===== src/rtl/axis_arb_pkg.sv =====
// -----------------------------------------------------------------------------
// axis_arb_pkg
// Shared types and helpers for the AXI-Stream packet arbiters.
//   arb_state_e : arbiter FSM state (ARB = choosing a source, XFER = packet owned)
//   clog2()     : elaboration-time ceil(log2), minimum 1 so it can size a vector
//   DEF_*       : default geometry (4 sources, 64-bit stream)
// -----------------------------------------------------------------------------
package axis_arb_pkg;

  typedef enum logic {
    ARB  = 1'b0,
    XFER = 1'b1
  } arb_state_e;

  localparam int DEF_N_SRC  = 4;
  localparam int DEF_DATA_W = 64;

  function automatic int clog2(input int value);
    int r;
    r = 0;
    for (int i = 0; i < 32; i++) begin
      if ((longint'(1) << i) < longint'(value)) r = i + 1;
    end
    return (r < 1) ? 1 : r;
  endfunction

endpackage


===== src/rtl/axis_rr_pick.sv =====
// -----------------------------------------------------------------------------
// axis_rr_pick
// Combinational rotating-priority encoder. The request just after last_i has
// the highest priority, wrapping modulo N.
//   req_i   [N-1:0]  request vector
//   last_i  [W-1:0]  index of the previous winner (< N)
//   grant_o [W-1:0]  index of the winner (0 when nothing requests)
//   any_o            at least one request present
// -----------------------------------------------------------------------------
module axis_rr_pick #(
  parameter int N = 4,
  parameter int W = 2
) (
  input  logic [N-1:0] req_i,
  input  logic [W-1:0] last_i,
  output logic [W-1:0] grant_o,
  output logic         any_o
);

  logic [2*N-1:0] req2;
  logic [N-1:0]   rot;
  int             pos;

  always_comb begin
    // Rotate so that bit 0 of rot is the source right after the last winner.
    req2    = {req_i, req_i} >> (int'(last_i) + 1);
    rot     = req2[N-1:0];
    pos     = 0;
    any_o   = 1'b0;
    grant_o = '0;
    for (int j = 0; j < N; j++) begin
      if (!any_o && rot[j]) begin
        any_o = 1'b1;
        pos   = j;
      end
    end
    if (any_o) grant_o = W'((int'(last_i) + 1 + pos) % N);
  end

endmodule


===== src/rtl/axis_pkt_rr_arbiter.sv =====
// -----------------------------------------------------------------------------
// axis_pkt_rr_arbiter
// Packet-granular round-robin merge of N_SRC AXI-Stream sources onto one
// master stream. The grant is held from first beat to tlast, so packets are
// never interleaved. One idle (ARB) cycle separates consecutive packets.
//   AXI_CLk, AXI_RSTN       clock, asynchronous active-low reset
//   src_en                  per-source arbitration enable
//   s_t{data,keep,last,valid} / s_tready   flattened source streams
//   m_t{data,keep,last,valid} / m_tready   merged stream, m_tid = owning source
//   pkt_cnt                 32-bit completed-packet counter per source
//   err_overlen / err_clr   sticky over-length flag per source, sync clear
// -----------------------------------------------------------------------------
module axis_pkt_rr_arbiter
  import axis_arb_pkg::*;
#(
  parameter  int N_SRC         = DEF_N_SRC,
  parameter  int DATA_W        = DEF_DATA_W,
  parameter  int ID_W          = clog2(N_SRC),
  parameter  int MAX_PKT_BEATS = 65536,
  localparam int KEEP_W        = DATA_W / 8
) (
  input  logic                       AXI_CLk,
  input  logic                       AXI_RSTN,
  input  logic [N_SRC-1:0]           src_en,
  input  logic [N_SRC*DATA_W-1:0]    s_tdata,
  input  logic [N_SRC*KEEP_W-1:0]    s_tkeep,
  input  logic [N_SRC-1:0]           s_tlast,
  input  logic [N_SRC-1:0]           s_tvalid,
  output logic [N_SRC-1:0]           s_tready,
  output logic [DATA_W-1:0]          m_tdata,
  output logic [KEEP_W-1:0]          m_tkeep,
  output logic                       m_tlast,
  output logic                       m_tvalid,
  input  logic                       m_tready,
  output logic [ID_W-1:0]            m_tid,
  output logic [N_SRC*32-1:0]        pkt_cnt,
  output logic [N_SRC-1:0]           err_overlen,
  input  logic                       err_clr
);

  localparam int              CNT_W      = clog2(MAX_PKT_BEATS);
  localparam logic [CNT_W-1:0] BEAT_LIMIT = CNT_W'(MAX_PKT_BEATS - 1);

  arb_state_e       state_q, state_d;
  logic [ID_W-1:0]  grant_q, grant_d;
  logic [ID_W-1:0]  last_grant_q, last_grant_d;
  logic [CNT_W-1:0] beat_cnt_q, beat_cnt_d;
  logic [31:0]      pkt_cnt_q [N_SRC];
  logic [31:0]      pkt_cnt_d [N_SRC];
  logic             err_q [N_SRC];
  logic             err_d [N_SRC];

  logic [ID_W-1:0]  pick_grant;
  logic             pick_any;
  logic             beat_acc;
  logic             pkt_done;
  logic             overlen_hit;

  axis_rr_pick #(
    .N (N_SRC),
    .W (ID_W)
  ) u_pick (
    .req_i   (s_tvalid & src_en),
    .last_i  (last_grant_q),
    .grant_o (pick_grant),
    .any_o   (pick_any)
  );

  // Zero-latency datapath: the granted source is wired straight through.
  always_comb begin
    m_tdata  = '0;
    m_tkeep  = '0;
    m_tlast  = 1'b0;
    m_tvalid = 1'b0;
    s_tready = '0;
    if (state_q == XFER) begin
      m_tdata            = s_tdata[int'(grant_q)*DATA_W +: DATA_W];
      m_tkeep            = s_tkeep[int'(grant_q)*KEEP_W +: KEEP_W];
      m_tlast            = s_tlast[grant_q];
      m_tvalid           = s_tvalid[grant_q];
      s_tready[grant_q]  = m_tready;
    end
  end

  assign beat_acc = m_tvalid & m_tready;
  assign m_tid    = grant_q;

  always_comb begin
    state_d      = state_q;
    grant_d      = grant_q;
    last_grant_d = last_grant_q;
    beat_cnt_d   = beat_cnt_q;
    pkt_done     = 1'b0;
    overlen_hit  = 1'b0;
    case (state_q)
      ARB: begin
        if (pick_any) begin
          grant_d = pick_grant;
          state_d = XFER;
        end
      end
      XFER: begin
        if (beat_acc) begin
          if (m_tlast) begin
            pkt_done     = 1'b1;
            last_grant_d = grant_q;
            beat_cnt_d   = '0;
            state_d      = ARB;
          end else if (beat_cnt_q == BEAT_LIMIT) begin
            // Counter saturates; every further non-last beat re-asserts the flag.
            overlen_hit = 1'b1;
          end else begin
            beat_cnt_d = beat_cnt_q + 1'b1;
          end
        end
      end
      default: state_d = ARB;
    endcase
  end

  always_ff @(posedge AXI_CLk or negedge AXI_RSTN) begin
    if (!AXI_RSTN) begin
      state_q      <= ARB;
      grant_q      <= '0;
      last_grant_q <= ID_W'(N_SRC - 1);
      beat_cnt_q   <= '0;
    end else begin
      state_q      <= state_d;
      grant_q      <= grant_d;
      last_grant_q <= last_grant_d;
      beat_cnt_q   <= beat_cnt_d;
    end
  end

  for (genvar gi = 0; gi < N_SRC; gi++) begin : g_src
    logic owner;
    assign owner = (grant_q == ID_W'(gi));

    assign pkt_cnt_d[gi] = (pkt_done && owner) ? pkt_cnt_q[gi] + 32'd1 : pkt_cnt_q[gi];
    // A new over-length event beats a simultaneous clear.
    assign err_d[gi]     = (overlen_hit && owner) ? 1'b1 :
                           (err_clr ? 1'b0 : err_q[gi]);

    always_ff @(posedge AXI_CLk or negedge AXI_RSTN) begin
      if (!AXI_RSTN) begin
        pkt_cnt_q[gi] <= '0;
        err_q[gi]     <= 1'b0;
      end else begin
        pkt_cnt_q[gi] <= pkt_cnt_d[gi];
        err_q[gi]     <= err_d[gi];
      end
    end

    assign pkt_cnt[gi*32 +: 32] = pkt_cnt_q[gi];
    assign err_overlen[gi]      = err_q[gi];
  end

endmodule

===== config.mk =====
export PLATFORM = sky130hd
export DESIGN_NAME = axis_pkt_rr_arbiter
export DESIGN_NICKNAME = d
export VERILOG_FILES = /design/src/rtl/axis_arb_pkg.sv /design/src/rtl/axis_rr_pick.sv /design/src/rtl/axis_pkt_rr_arbiter.sv
export SDC_FILE = /design/constraint.sdc
export NUM_CORES = 1
export LEC_CHECK = 0
export CAP_MARGIN = 10
export CORE_AREA = 2 2 200 202
export DETAILED_ROUTE_END_ITERATION = 10
export DIE_AREA = 0 0 202 204
export GPL_TIMING_DRIVEN = 0
export PLACE_DENSITY = 0.58
export SYNTH_ARGS = -nofsm -noshare
export SYNTH_HDL_FRONTEND = slang
export SYNTH_SLANG_ARGS = --single-unit

===== constraint.sdc =====
create_clock -name AXI_CLk -period 2.7 [get_ports AXI_CLk]
set_clock_uncertainty 0.05 [all_clocks]
set_input_delay 0.54 -clock AXI_CLk [delete_from_list [all_inputs] [get_ports AXI_CLk]]
set_output_delay 0.54 -clock AXI_CLk [all_outputs]
set_load 0.01 [all_outputs]

==> results of run 1 <==
## per-layer routing
metal / routed length, microns / global-route usage [%]
met1: 19200 / 27.3
met3: 3970 / 8.26
met2: 24300 / 40.6
met4: 1100 / 6.38
met5: 106 / 0
## placed cells by master (no fill, tap or decap), drive strengths merged, types with 3 or more instances in the layout
cell,n
and2,81
and3,27
and4,10
buf,124
clkbuf,46
clkdlybuf4s50,436
clkinv,3
clkinvlp,4
dfrtp,151
diode,9
dlygate4sd2,5
ha,6
inv,22
mux2,4
mux4,74
nand2,84
nand2b,3
nand3,66
nand4,38
nor2,41
nor2b,3
nor3,26
nor4,10
o211ai,5
o21ai,7
o311ai,8
o31ai,3
o41ai,5
or3,5
or4,5
xnor2,75
xor2,51
## cells by family (layout without fill, tap and decap cells)
kind of cell | Yosys count | count (layout)
AO/OA/AOI/OAI | 51 | 51
XOR/XNOR | 126 | 126
adder cells (fa/ha/maj) | 6 | 6
buffers and inverters | 64 | 641
flip-flops | 153 | 153
multiplexers | 79 | 79
other | 0 | 9
AND/OR/NAND/NOR | 408 | 408
## registers in the layout, indices dropped and copies added, names as in the netlist
register / cells
err_overlen: 4
last_grant_q: 2
pkt_cnt: 128
state_q: 1
beat_cnt_q: 16
m_tid: 2
## worst paths after layout
path	startpoint	endpoint	slack (ns)	cells after the start
setup / recovery	m_tid[0]	m_tdata[21]	-0.09	7
hold / removal	AXI_RSTN	pkt_cnt[78]	0.01	1
setup reg to reg	m_tid[0]	pkt_cnt[28]	0.17	9
hold reg to reg	pkt_cnt[127]	pkt_cnt[127]	0.41	1
max in group asynchronous	AXI_RSTN	pkt_cnt[41]	1.78	2
min in group AXI_CLk	pkt_cnt[127]	pkt_cnt[127]	0.41	1
## area by class of cell
| class | count | share of cell area (%) |
|---|---|---|
| multi-input combinational | 670 | 33.7 |
| timing repair buffer | 545 | 33.3 |
| sequential | 153 | 22.6 |
| tap | 525 | 3.87 |
| clock buffer | 21 | 2.83 |
| buffer | 45 | 2.55 |
| clock inverter | 11 | 0.656 |
| inverter | 19 | 0.420 |
| antenna | 9 | 0.133 |
## through the flow
step	TNS, ns	utilization [%]
2_1_floorplan	0	-
3_3_place_gp	-894.97	39.4
3_5_place_dp	-66.83	39.5
4_1_cts	-4.16	42.9
5_1_grt	-5.23	43.3
6_report	-1.54	43.3
## power groups by stage
stage / Combinational (mW) / Sequential, mW / Clock (mW)
after floorplan: 3.00 / 2.67 / 0
after global placement: 6.29 / 2.68 / 0
after detailed placement: 6.23 / 2.69 / 0
after CTS: 7.72 / 2.64 / 2.47
after global routing: 8.45 / 2.67 / 2.57
final: 8.00 / 2.64 / 2.40
## repair_timing
| action | CTS | global route |
|---|---|---|
| gates cloned | 7 | 0 |
| pin swaps | 0 | 1 |
| setup endpoints to repair | 90 | 73 |
| endpoints found under the hold margin | 0 | 0 |
| setup buffers | 22 | 3 |
| gates resized for setup | 509 | 55 |
| hold buffers | 0 | 0 |
==> out/metrics.cfg, run 1 <==
[synth]
syn_inst = 887
synthArstFlopShare_pct = 100
synth_compound_area_share_pct = 4.24
ys_seq_elements = 153
seq_area_frac_synth_pct = 39.7
synthesis.nets = 1197
synth_area_sq_um = 9640
yosysMostFrequentCell = dfrtp_1
synth_top_family_by_area = simple AND/OR/NAND/NOR gates
yosysUniqueCellTypes = 63
synth_area_leaders = dfrtp_1 (39%), mux4_2 (17%), xnor2_1 (6.8%)
synth-main-ff-cell = dfrtp_1
synthAdderAreaFrac_pct = 0.779
synth_edf_count = 0
yosysTopAreaCell = dfrtp_1
synthXorXnorAreaFrac_pct = 11.4
synthMuxAreaShare_pct = 17.9
yosys.area_share.simple_pct = 23.0
yosysTopAreaCellShare_pct = 39.2
yosysWarningCount = 0
syn_area_per_cell_sq_um = 10.9
synthTopCellsByCount = dfrtp_1 (151), nand2_1 (83), and2_1 (81)

[pwr]
pwr-share-seq_pct = 20.3
p_per_area_nw_per_um2 = 769
combPwrFrac_pct = 61.3
swShare_pct = 35.6
vdd_ir_drop_max_uv = 519
power_switching_mw = 4.65
clockPowerShare_pct = 18.4
fin_total_pwr_mw = 13.0
power.internal_mw = 8.40
power_leakage_nw = 7.00

[timing]
max_slew_margin_pct = 48.9
post-route-worst-setup-slack_ns = -0.0947
setup_viol = 37
hold_violations = 0
worst_slew_pin_slew_ns = 0.762
hold_ws_ns = 0.0134
min_period_ns = 2.79
fmax_ghz = 0.358
period_share_pct = 104
drv_slew = 0
rsz0062_at_grt = yes

[floorplanning]
initial_core_util_pct = 24.6
die_h_microns = 204
dieArea_sq_um = 41200
die_x_microns = 202
core_sq_um = 39200
ios = 516
fp-row-count = 73

[placed_design]
place_hpwl_mm = 39.7
portBuffers = 515
place_congestion = 0.916
placed_area_sq_um = 15500
dp_slack_ns = -1.29
placed_cells = 1928

[final_layout]
num-fill-cells = 3756
multi_input_area_sq_um = 5720
seqCellArea_sq_um = 3830
finalInstanceArea_sq_um = 17000
final_cells = 1998
nNetsFinal = 1761
final_layout_size_suffix_gt1_share_pct = 22.3
area_growth_syn_to_layout_pct = 76.0

[routing]
detail_route.wl_per_cell_microns = 24.4
drtAntennaViolNets = 0
drt-total-wl_mm = 48.7
drt_iter0_markers = 461
drc_errors = 0
vias = 9739
viasPerCell = 4.87
drt_pass1_iterations = 5

[grt]
grt_pass1_wl_mm = 70.2
overflow = 0
antenna_found_initial = 21
grt_max_degree = 79
grtUsageTotal_pct = 23.4
grt_pass1_vias = 10100

[cts]
cts_tree = done
clock_latency_ns = 0.43
clkTransAtPathRegs_ns = 0.06
cts_num_sinks = 153
clk_path_buf_depth = 2
cts_buffers = 17
root_buffer = clkbuf_16
h-tree-depth = 4

[setup_path]
required_ns = 2.11
critPathMaxFanout = 7
timing.critical_path.mode_cell = buf_12
critPathKind = reg2out
cpMaxStageDelayCell = mux4_2
crit_family = buffers and inverters
worst_path_largest_cell_delay_ns = 0.54
arrival_ns = 2.20
end_kind = primary output
path_cells = buf_6, buf_12, buf_12, buf_12, mux4_2, and2_4, buf_6
critPathLaunchType = flip-flop
critical_path_buf_inv_count = 5

[run]
cap_viol_max_count = 0

[min_path]
hp-class = in2async

[status]
violations = negative setup slack
status = finished, violations left

Note: power is estimated with default switching activity, not from simulation.
==> inputs of run 2 (changes only) <==
--- a/constraint.sdc
+++ b/constraint.sdc
@@ -3,3 +3,3 @@
 set_input_delay 0.54 -clock AXI_CLk [delete_from_list [all_inputs] [get_ports AXI_CLk]]
 set_output_delay 0.54 -clock AXI_CLk [all_outputs]
-set_load 0.01 [all_outputs]
+set_load 0.02 [all_outputs]
==> run 2 against run 1 <==
The run still ends with negative setup slack left. Non-clock buffer count did not move. Die area did not move. Global-route usage fell by 0.14 points. Power rose by 3.7%.
==> out/metrics.cfg, run 2 (same netlist as run 1, synthesis figures left out) <==
[floorplanning]
initial_core_util_pct = 24.6  ; unchanged
fp-row-count = 73  ; unchanged
ios = 516  ; unchanged
core_sq_um = 39200  ; unchanged
die_x_microns = 202  ; unchanged
die_h_microns = 204  ; unchanged
dieArea_sq_um = 41200  ; unchanged

[setup_path]
worst_path_largest_cell_delay_ns = 0.53  ; about the same
critPathLaunchType = flip-flop
cpMaxStageDelayCell = mux4_2
required_ns = 2.11  ; about the same
critPathKind = reg2out
path_cells = buf_6, buf_12, buf_16, buf_12, mux4_2, and2_4, buf_6
end_kind = primary output
crit_family = buffers and inverters
critPathMaxFanout = 7  ; unchanged
arrival_ns = 2.18  ; -0.02 ns
critical_path_buf_inv_count = 5  ; unchanged

[status]
status = finished, violations left
violations = negative setup slack

[cts]
clkTransAtPathRegs_ns = 0.06  ; about the same
root_buffer = clkbuf_16
cts_num_sinks = 153  ; unchanged
clk_path_buf_depth = 2  ; unchanged
clock_latency_ns = 0.43  ; about the same
cts_tree = done
cts_buffers = 17  ; unchanged
h-tree-depth = 4  ; unchanged

[run]
cap_viol_max_count = 0  ; unchanged

[routing]
drc_errors = 0  ; unchanged
drt_pass1_iterations = 4  ; -1
detail_route.wl_per_cell_microns = 24.3  ; -0.13%
drt-total-wl_mm = 48.6  ; -0.18%
viasPerCell = 4.92  ; +0.86%
drtAntennaViolNets = 0  ; unchanged
vias = 9818  ; +0.81%
drt_iter0_markers = 464  ; +0.65%

[placed_design]
portBuffers = 515  ; unchanged
dp_slack_ns = -1.34  ; -0.0544 ns
place_hpwl_mm = 39.7  ; unchanged
place_congestion = 0.916  ; unchanged

[final_layout]
layout_commonest_cell = clkdlybuf4s50_1
finish.utilization_pct = 43.2  ; -0.14 points
nNetsFinal = 1761  ; unchanged
final_cell_mix = clkdlybuf4s50_1 (435), dfrtp_1 (150), nand2_1 (83), buf_6 (81), xnor2_1 (75)
final_layout_size_suffix_gt1_share_pct = 22.2  ; -0.14 points
area_growth_syn_to_layout_pct = 75.4
num-fill-cells = 3766  ; +0.27%
largest_reg_flops = 128  ; unchanged

[timing]
rsz0062_at_grt = yes
drv_slew = 0  ; unchanged
setup_viol = 20  ; -46%
max_slew_margin_pct = 49.6  ; +0.73 points
fmax_ghz = 0.361  ; +0.85%
hold_violations = 0  ; unchanged
period_share_pct = 103  ; -0.87 points
min_period_ns = 2.77  ; -0.0235 ns
worst_slew_pin_slew_ns = 0.751  ; -0.0108 ns
post-route-worst-setup-slack_ns = -0.0712  ; +0.0235 ns

[grt]
grt_pass1_vias = 9993  ; -0.77%
grt_pass1_wl_mm = 69.7  ; -0.75%
grtUsageTotal_pct = 23.3  ; -0.14 points
overflow = 0  ; unchanged
antenna_found_initial = 19  ; -9.5%
grt_max_degree = 79  ; unchanged

[pwr]
p_per_area_nw_per_um2 = 800  ; +4.0%
vdd_ir_drop_max_uv = 615  ; +18%
power_leakage_nw = 6.99  ; -0.13%

[min_path]
hp-class = in2async

==> run 2: where the power goes <==
group | switching [mW] | internal, mW | total, mW
registers | 0.194 | 2.45 | 2.64
logic | 3.98 | 4.51 | 8.49
clock network | 1.02 | 1.38 | 2.40
total | 5.20 | 8.33 | 13.5
==> run 2: routing by layer <==
| metal | share of wire [%] | vias up | global-route usage (%) | wire length (microns) |
|---|---|---|---|---|
| li1 | - | 4403 | - | - |
| met1 | 39 | 4959 | 27.5 | 19100 |
| met2 | 50 | 381 | 40.3 | 24300 |
| met3 | 8.6 | 59 | 8.16 | 4160 |
| met4 | 2.0 | 16 | 5.75 | 978 |
| met5 | 0.22 | - | 0 | 106 |
==> run 2: area by class of cell <==
class / instances / area (sq um) / share of cell area, %
Antenna cell: 8 / 20.0 / 0.118
Buffer: 43 / 410 / 2.43
Clock buffer: 21 / 480 / 2.84
Clock inverter: 11 / 111 / 0.659
Inverter: 19 / 71.3 / 0.422
Multi-Input combinational cell: 670 / 5710 / 33.7
Sequential cell: 153 / 3830 / 22.7
Tap cell: 525 / 657 / 3.88
Timing Repair Buffer: 547 / 5620 / 33.2
==> run 2: path summary, 6_finish.rpt <==
| kind | start | slack (ns) | depth (start not counted) | end |
|---|---|---|---|---|
| worst min-delay path | AXI_RSTN | 0.01 | 1 | pkt_cnt[78] |
| worst max-delay path | m_tid[0] | -0.07 | 7 | m_tdata[19] |
| min in group AXI_CLk | pkt_cnt[127] | 0.41 | 1 | pkt_cnt[127] |
| max in group asynchronous | AXI_RSTN | 1.78 | 2 | pkt_cnt[52] |
| worst min register to register | pkt_cnt[127] | 0.41 | 1 | pkt_cnt[127] |
| worst max register to register | m_tid[0] | 0.17 | 9 | pkt_cnt[28] |
==> run 2: timing repair <==
| action | in CTS | in global routing |
|---|---|---|
| hold buffers | 0 | 0 |
| pin swaps | 0 | 0 |
| buffers inserted | 19 | 10 |
| cloned | 4 | 1 |
| endpoints found under the setup margin | 90 | 74 |
| gates resized for setup | 536 | 87 |
==> run 2: per-stage QoR <==
stage	instances	hold WS, ns	setup TNS (ns)	power, mW	instance area, sq um
floorplan	887	0.194	0	6.26	9640
global placement	1927	0.406	-899.32	9.55	15500
detailed placement	1928	0.408	-71.21	9.50	15500
CTS	1983	0.0545	-5.36	13.1	16700
global route	1995	0.0476	-4.32	14.2	16900
finish	1997	0.0134	-0.753	13.5	16900
==> inputs of run 3 (changes only) <==
- PLACE_DENSITY: 0.58 -> not set
- PLACE_DENSITY_LB_ADDON: not set -> 0.3
==> run 3 against run 2 <==
The run still ends with negative setup slack left. Combinational power increased by 2%. Hold slack improved by 0.40 ns. Utilization is 0.20 points higher. Via count is 1.8% lower. Sequential share of layout area decreased by 0.11 points. Cell area increased by 0.47%. Die area unchanged. Wire length decreased by 1.0%. Count of clock-buffer cells in the layout shrank 1. Non-clock buffer count unchanged. Sequential cell count stayed put. Largest cell class unchanged.
==> out/metrics.cfg, run 3 (same netlist as run 1, synthesis figures left out) <==
[floorplanning]
fp-row-count = 73  ; unchanged
die_x_microns = 202  ; unchanged
initial_core_util_pct = 24.6  ; unchanged
dieArea_sq_um = 41200  ; unchanged
ios = 516  ; unchanged
die_h_microns = 204  ; unchanged
core_sq_um = 39200  ; unchanged

[grt]
grt_pass1_wl_mm = 69.1  ; -0.79%
antenna_found_initial = 17  ; -2
grtUsageTotal_pct = 23.0  ; -0.29 points
grt_max_degree = 96  ; +22%
grt_pass1_vias = 10100  ; +1.1%
overflow = 0  ; unchanged

[placed_design]
portBuffers = 515  ; unchanged
place_congestion = 0.957  ; +4.4%
place_hpwl_mm = 38.9  ; -2.0%

[final_layout]
final_layout_size_suffix_gt1_share_pct = 22.7  ; +0.48 points
area_growth_syn_to_layout_pct = 76.2
layout_commonest_cell = clkdlybuf4s50_1
nNetsFinal = 1761  ; unchanged
final_cell_mix = clkdlybuf4s50_1 (435), dfrtp_1 (150), buf_6 (84), nand2_1 (83), xnor2_1 (75)
finish.utilization_pct = 43.4  ; +0.20 points
largest_reg_flops = 128  ; unchanged

[timing]
max_slew_margin_pct = 51.3  ; +1.7 points
min_period_ns = 2.82  ; +0.0528 ns
drv_slew = 0  ; unchanged
worst_slew_pin_slew_ns = 0.726  ; -0.0249 ns
post-route-worst-setup-slack_ns = -0.124  ; -0.0528 ns
hold_violations = 0  ; unchanged
rsz0062_at_grt = yes
period_share_pct = 105  ; +2.0 points
fmax_ghz = 0.354  ; -1.9%
setup_viol = 29  ; +45%

[routing]
route.met3.wl_mm = 5.03  ; +21%
viasPerCell = 4.83  ; -1.7%
drt-total-wl_mm = 48.1  ; -1.0%
detail_route.wl_per_cell_microns = 24.1  ; -0.87%
drtAntennaViolNets = 0  ; unchanged
wl_met1_mm = 18.1  ; -5.1%
met2WireLength_mm = 23.6  ; -2.6%
drc_errors = 0  ; unchanged
dr.max_layer_used = met5
drt_iter0_markers = 540  ; +16%
vias = 9639  ; -1.8%
drt_pass1_iterations = 5  ; +1

[run]
cap_viol_max_count = 0  ; unchanged

[setup_path]
arrival_ns = 2.23  ; +0.05 ns
critPathMaxFanout = 5  ; -2
critPathLaunchType = flip-flop
end_kind = primary output
required_ns = 2.11  ; about the same
critPathKind = reg2out

[cts]
h-tree-depth = 4  ; unchanged
clk_path_buf_depth = 2  ; unchanged
cts_tree = done
clkTransAtPathRegs_ns = 0.06  ; about the same
root_buffer = clkbuf_16
clock_latency_ns = 0.43  ; about the same
cts_buffers = 17  ; unchanged
cts_num_sinks = 153  ; unchanged

[status]
status = finished, violations left
violations = negative setup slack

[pwr]
p_per_area_nw_per_um2 = 800  ; about the same
fin_total_pwr_mw = 13.6  ; +0.42%
vdd_ir_drop_max_uv = 573  ; -6.8%
power_leakage_nw = 7.01  ; +0.34%

[min_path]
hp-class = reg2reg

## run 3: area by class of cell
type	count	area (sq um)
fillers	3768	22200
multi-input cells	670	5720
repair buffers	545	5670
flip-flops and latches	153	3830
well taps	525	657
plain buffers	45	460
clock buffers	20	457
clock inverters	12	101
inverters	19	71.3
diodes	5	12.5
## run 3: path summary, 6_finish.rpt
kind | startpoint | to | slack, ns | cells past startpoint
max in group asynchronous | AXI_RSTN | m_tid[1] | 1.17 | 3
max reg2reg | m_tid[0] | beat_cnt_q[13] | 0.10 | 8
max | m_tid[0] | m_tkeep[6] | -0.12 | 6
min | pkt_cnt[127] | pkt_cnt[127] | 0.42 | 1
min in group asynchronous | AXI_RSTN | pkt_cnt[76] | 0.58 | 2
min reg2reg | pkt_cnt[127] | pkt_cnt[127] | 0.42 | 1
## run 3: layer usage
metal	vias up	track usage, %
met5	-	0
met4	18	6.67
met3	78	10.8
met2	372	38.7
met1	4772	25.9
li1	4399	-
## run 3: stage by stage
stage,setup TNS (ns),instance area [sq um],cells,hold slack [ns],setup WS (ns)
3_3_place_gp,-920.05,15500,1927,0.410,-5.48
2_1_floorplan,0,9640,887,0.194,0.00624
6_report,-1.60,17000,1994,0.417,-0.124
5_1_grt,-6.14,17000,1991,0.448,-0.193
3_5_place_dp,-88.72,15500,1928,0.412,-1.56
4_1_cts,-6.60,16800,1987,0.422,-0.197
## run 3: critical path: stages (launching register included)
cell,delay (ns)
dfrtp_1,0.38
buf_6,0.16
buf_12,0.15
buf_12,0.14
mux4_2,0.61
and2_4,0.21
buf_6,0.13
## run 3: what timing repair did
item,4_1_cts,5_1_grt
hold endpoints to repair,36,0
setup endpoints to repair,97,81
gates cloned,6,3
pin swaps,5,5
setup buffers,20,4
gates resized for setup,557,109
hold buffers,1,0
## run 3: power breakdown
part,internal [mW],switching [mW]
clock network,1.31,0.985
logic,4.66,4.00
registers,2.45,0.195
